File: config.mk
export PLATFORM = sky130hd
export DESIGN_NAME = seg_scan_driver
export DESIGN_NICKNAME = d
export VERILOG_FILES = /design/src/rtl/seg_scan_driver.sv
export SDC_FILE = /design/constraint.sdc
export NUM_CORES = 1
export LEC_CHECK = 0
export CORE_UTILIZATION = 30
export CTS_CLUSTER_SIZE = 24
export DETAILED_ROUTE_END_ITERATION = 7
export GPL_TIMING_DRIVEN = 0
export HOLD_SLACK_MARGIN = 0.1
export PLACE_DENSITY = 0.51
export SYNTH_ARGS = -nofsm -noshare
export SYNTH_HDL_FRONTEND = slang
export SYNTH_SLANG_ARGS = --single-unit
File: constraint.sdc
create_clock -name clk -period 3.02 [get_ports clk]
set_input_delay 0.906 -clock clk [delete_from_list [all_inputs] [get_ports clk]]
set_output_delay 0.906 -clock clk [all_outputs]
set_load 0.005 [all_outputs]
File: src/rtl/seg_scan_driver.sv
// seg_scan_driver
//   Time-multiplexed scan controller for an 8-digit seven-segment display.
//   It steps a 3-bit digit select to an external 8:1 digit mux. It decodes the
//   returned 4-bit value to segments. It drives one-hot anodes, and every
//   digit slot starts with a blank phase in which all anodes are off.
//
//   Optional feature: define SCAN_LZB_EN to enable leading-zero blanking.
//
//   Parameters
//     CLK_DIV    clk cycles per digit slot (>= 4)
//     BLANK_CYC  anode-off cycles at the start of each slot (1 <= BLANK_CYC < CLK_DIV)
//     ACTIVE_LOW 1: an_o/seg_o/dp_o active-low, 0: active-high
//
//   Ports
//     clk       system clock
//     rst       asynchronous active-high reset
//     en        scan enable
//     dig_mask  per-digit display enable (bit n = digit n)
//     dp_i      per-digit decimal point request
//     data_i    digit value returned combinationally by the mux for sel_o
//     sel_o     digit select to the mux, scans 7 down to 0
//     an_o      digit anodes, one-hot when active
//     seg_o     segments, bit0=a .. bit6=g
//     dp_o      decimal point segment
//     frame_o   one-cycle pulse when sel_o reloads 7 after 0
module seg_scan_driver #(
   parameter int CLK_DIV    = 50000,
   parameter int BLANK_CYC  = 16,
   parameter bit ACTIVE_LOW = 1'b1
) (
   input  logic       clk,
   input  logic       rst,
   input  logic       en,
   input  logic [7:0] dig_mask,
   input  logic [7:0] dp_i,
   input  logic [3:0] data_i,
   output logic [2:0] sel_o,
   output logic [7:0] an_o,
   output logic [6:0] seg_o,
   output logic       dp_o,
   output logic       frame_o
);

   localparam int CW = $clog2(CLK_DIV);

   // Inactive ("off") levels for the display pins.
   localparam logic [7:0] AN_OFF  = {8{ACTIVE_LOW}};
   localparam logic [6:0] SEG_OFF = {7{ACTIVE_LOW}};
   localparam logic       DP_OFF  = ACTIVE_LOW;

   logic [CW-1:0] cnt_q, cnt_d;
   logic [2:0]    sel_q, sel_d;
   logic          frame_q, frame_d;
   logic [7:0]    an_q, an_d;
   logic [6:0]    seg_q, seg_d;
   logic          dp_q, dp_d;

   logic          wrap;
   logic          blank;
   logic [7:0]    sel_onehot;
   logic [6:0]    seg_raw;

   assign wrap = (cnt_q == CW'(CLK_DIV - 1));

   generate
      for (genvar gi = 0; gi < 8; gi++) begin : g_onehot
         assign sel_onehot[gi] = (sel_q == 3'(gi));
      end
   endgenerate

   // Hex to segments, active-high, bit6..bit0 = g..a.
   always_comb begin
      seg_raw = 7'h00;
      case (data_i)
         4'h0: seg_raw = 7'h3F;
         4'h1: seg_raw = 7'h06;
         4'h2: seg_raw = 7'h5B;
         4'h3: seg_raw = 7'h4F;
         4'h4: seg_raw = 7'h66;
         4'h5: seg_raw = 7'h6D;
         4'h6: seg_raw = 7'h7D;
         4'h7: seg_raw = 7'h07;
         4'h8: seg_raw = 7'h7F;
         4'h9: seg_raw = 7'h6F;
         4'hA: seg_raw = 7'h77;
         4'hB: seg_raw = 7'h7C;
         4'hC: seg_raw = 7'h39;
         4'hD: seg_raw = 7'h5E;
         4'hE: seg_raw = 7'h79;
         default: seg_raw = 7'h71;
      endcase
   end

`ifdef SCAN_LZB_EN
   // lz_q: every digit scanned so far in this frame was zero.
   // lzb_q: blank decision for the current slot, taken at cnt==0. It is only
   // consulted once cnt>=BLANK_CYC>=1, so it is always up to date by then.
   logic lz_q, lz_d;
   logic lzb_q, lzb_d;

   always_comb begin
      lz_d  = lz_q;
      lzb_d = lzb_q;
      if (en) begin
         if (cnt_q == '0) begin
            lzb_d = lz_q && (data_i == 4'h0) && (sel_q != 3'd0);
            lz_d  = lz_q && (data_i == 4'h0);
         end
         if (wrap && sel_q == 3'd0) begin
            lz_d = 1'b1;
         end
      end
   end

   always_ff @(posedge clk or posedge rst) begin
      if (rst) begin
         lz_q  <= 1'b1;
         lzb_q <= 1'b0;
      end else begin
         lz_q  <= lz_d;
         lzb_q <= lzb_d;
      end
   end

   assign blank = lzb_q;
`else
   assign blank = 1'b0;
`endif

   always_comb begin
      cnt_d   = cnt_q;
      sel_d   = sel_q;
      frame_d = 1'b0;
      an_d    = AN_OFF;
      seg_d   = SEG_OFF;
      dp_d    = DP_OFF;
      if (en) begin
         if (wrap) begin
            cnt_d   = '0;
            sel_d   = sel_q - 3'd1;       // 0 wraps to 7
            frame_d = (sel_q == 3'd0);
         end else begin
            cnt_d = cnt_q + CW'(1);
         end
         seg_d = seg_raw ^ {7{ACTIVE_LOW}};
         dp_d  = dp_i[sel_q] ^ ACTIVE_LOW;
         // The anode registers alongside the segments for the same sel_q.
         // The blank phase covers the cycle in which seg_o still shows the
         // previous digit.
         if (cnt_q >= CW'(BLANK_CYC) && dig_mask[sel_q] && !blank) begin
            an_d = sel_onehot ^ {8{ACTIVE_LOW}};
         end
      end else begin
         cnt_d = '0;
      end
   end

   always_ff @(posedge clk or posedge rst) begin
      if (rst) begin
         cnt_q   <= '0;
         sel_q   <= 3'd7;
         frame_q <= 1'b0;
         an_q    <= AN_OFF;
         seg_q   <= SEG_OFF;
         dp_q    <= DP_OFF;
      end else begin
         cnt_q   <= cnt_d;
         sel_q   <= sel_d;
         frame_q <= frame_d;
         an_q    <= an_d;
         seg_q   <= seg_d;
         dp_q    <= dp_d;
      end
   end

   assign sel_o   = sel_q;
   assign an_o    = an_q;
   assign seg_o   = seg_q;
   assign dp_o    = dp_q;
   assign frame_o = frame_q;

endmodule

==> results.json <==
{
  "status": "finished clean",
  "finalNonFillerCells": 303,
  "rr_startpoint": "cnt_q[0]",
  "timing.final.crit_share_pct": 75.9,
  "endpoints_failing_hold": 0,
  "slowest_stage": "dfstp_2",
  "wl_final_um": 3980,
  "largest_buffer_count_on_any_clock_path": 2,
  "postSynthAreaPerCell_um2": 10.7,
  "critical_path.cell_chain": "clkdlybuf4s50_1",
  "reg2reg_to": "cnt_q[10]",
  "postSynthNetCount": 213,
  "gp_congestion": 0.762,
  "cpPeakStageDelay_ns": 0.59,
  "cts_root_buffer": "clkbuf_8",
  "timing.final.max_slew_violations": 0,
  "r2r_slack_ns": 1.07,
  "htreeDepth": 2,
  "global_route.usage.total_pct": 13.1,
  "clock_insertion_delay_worst_skew_ns": 0.29,
  "timing_worst_slew_pin_value_ns": 0.701,
  "post_route_cells_drive_above_1_share_pct": 16.2,
  "drt_pass1_iterations": 4,
  "wire_length_of_the_first_global_routing_pass_um": 6530,
  "post_cts.repair.setup_buffers": 0,
  "clock_sinks": 36,
  "fp.coreArea_um2": 6030,
  "dr_wl_cell_um": 13.1,
  "globalRouteOverflowTotal": 0,
  "pin_count_of_the_biggest_net_entering_global_routing": 22,
  "critical_path_arrival_ns": 1.39,
  "critical_path_buf_inv_count": 1,
  "cts_tree": "yes",
  "finished_cell_area_um2": 2540,
  "final-setup-viol-count": 0,
  "register_area_um2": 925,
  "antenna_violating_nets_post_route": 0,
  "critical_path_cell_count": 1,
  "die_area_um2": 6680,
  "slew_headroom_pct": 53.2,
  "filler_cell_count": 597,
  "synth.top_cells.by_area": "dfstp_2 (26%), dfrtp_1 (22%), ha_1 (7.9%), xnor2_1 (5.5%), nor2_1 (4.5%)",
  "met1_usage_grt_pct": 16.7,
  "setup_tns_ns": 0,
  "irDropWorstVdd_uv": 189,
  "end_kind": "output port",
  "cpLargestDelayFamily": "flip-flops",
  "hpwl_um": 3000,
  "use_met2_pct": 20.7,
  "detail_route.iter0.violations": 29,
  "initial_core_util_pct": 31.7,
  "grt_busiest_layer": "met2",
  "cap_viol_max_count": 0,
  "synth-seq-cells": 36,
  "min_tclk_post_route_ns": 2.29,
  "chipHeight_um": 81.8,
  "dieWidth_um": 81.8,
  "multi_input_area_um2": 915,
  "cts.clk_slew.worst_paths_ns": 0.08,
  "timing.hold.worst.class": "reg -> reg",
  "ys_types": 36,
  "synth_top_cells_by_count": "nor2_1 (23), dfstp_2 (19), dfrtp_1 (17)",
  "site_row_count": 28,
  "layout.nets": 262,
  "via_count_of_the_first_global_routing_pass": 1361,
  "synth.cell_area_um2": 1910,
  "vias_per_cell": 4.82,
  "synthFlopType": "dfstp_2",
  "n_antenna_cell": 0,
  "ys_seq_area_share_pct": 48.5,
  "power.density_nw_per_um2": 393,
  "setup.worst_path.start": "sel_o[1]",
  "grt_setup_unrepaired": "false",
  "gr_met3_demand_resource_pct": 3.56,
  "post-synth-top-area-fraction_pct": 26.2,
  "yosys.cell_count.top_type": "nor2_1",
  "endpoint": "sel_o[1]",
  "inserted_clock_buffers": 5,
  "placement.cell_area_um2": 2440,
  "synthToLayoutAreaGrowth_pct": 33.2,
  "cts.hold.buffers_added": 0,
  "yosys_warnings": 0,
  "worstPathMaxFanout": 7,
  "fraction_of_the_core_area_covered_by_cells_at_the_end_of_the_flow_pct": 42.2,
  "io_pins": 43,
  "post_synth_arst_share_pct": 100,
  "cp_data_required_time_ns": 2.11,
  "count_of_flip_flops_with_a_built_in_enable_after_synthesis": 0,
  "p_leak_nw": 1.00,
  "cts_resized": 0,
  "fmax_ghz": 0.436,
  "power.total_uw": 999,
  "worstSetupPathType": "reg -> out",
  "grt_antenna_before_repair": 0,
  "num_vias": 1460,
  "final.setup_skew_ns": 0.00726,
  "worstSetupStartpointType": "flip-flop",
  "dpl.cell_count": 295,
  "netlist_instances": 178,
  "numPortBuffers": 41,
  "drc": 0,
  "worstRegToRegCells": 6,
  "synth_largest_area_cell": "dfstp_2"
}
state kept, by name (all words and copies together), names as in the netlist:
name / flops
frame_o: 1
dp_o: 1
seg_o: 7
an_o: 8
sel_o: 3
cnt_q: 16
final cells by class:
class	instances	share of cell area, %
inverters	11	1.62
clock buffers	7	3.84
flip-flops and latches	36	36.4
well taps	75	3.69
multi-input cells	125	36.0
repair buffers	42	17.2
clock inverters	1	0.197
plain buffers	6	1.08
layout by cell type (no fill, tap or decap), types with 2 or more instances in the layout:
cell type        instances
ha_1                    12
nand4_1                 10
xnor2_1                 12
nor4_1                   5
dfstp_2                 19
inv_1                   11
o21ai_0                  2
dfrtp_1                 17
xor2_1                   4
a31oi_1                  2
nor3_1                   7
nor2_1                  23
o311ai_0                 2
clkdlybuf4s50_1         41
nor2b_1                  2
mux4_2                   3
mux2i_1                  5
nand2_1                  9
nand3_1                 11
clkbuf_1                 4
o211ai_1                 2
nand2b_1                 2
clkbuf_8                 5
per-layer routing:
layer | wire (µm) | share of wire (%)
met1 | 1890 | 48
met2 | 1880 | 47
met3 | 136 | 3.4
met4 | 67 | 1.7
met5 | 0 | 0
cell families (layout without fill, tap and decap cells):
| logic type | Yosys count | count (layout) | synth area share [%] |
|---|---|---|---|
| compound gates | 14 | 14 | 5.84 |
| buf+inv | 17 | 67 | 3.61 |
| mux | 9 | 9 | 6.75 |
| simple gates | 74 | 74 | 20.1 |
| flops | 36 | 36 | 48.5 |
| fa+ha+maj | 12 | 12 | 7.87 |
| xor+xnor | 16 | 16 | 7.34 |
power by group:
| part | switching (mW) | internal, mW | leakage, nW |
|---|---|---|---|
| Sequential | 0.00702 | 0.500 | 0.435 |
| Combinational | 0.0459 | 0.0611 | 0.512 |
| Clock | 0.174 | 0.212 | 0.0534 |
worst min-delay path by stage:
stage / startpoint / end / slack, ns / cells past startpoint
global route: cnt_q[0] / cnt_q[0] / 0.57 / 1
CTS: cnt_q[0] / cnt_q[0] / 0.54 / 1
global placement: cnt_q[0] / cnt_q[0] / 0.52 / 1
detailed placement: cnt_q[0] / cnt_q[0] / 0.52 / 1
floorplan: cnt_q[0] / cnt_q[0] / 0.48 / 1
finish: cnt_q[0] / cnt_q[0] / 0.54 / 1
per-stage QoR:
stage / hold slack [ns] / setup slack [ns]
floorplan: 0.482 / 1.22
global placement: 0.518 / 0.471
detailed placement: 0.523 / 0.610
CTS: 0.541 / 0.713
global route: 0.574 / 0.676
finish: 0.540 / 0.728
Power figures use the tool's default switching activity.
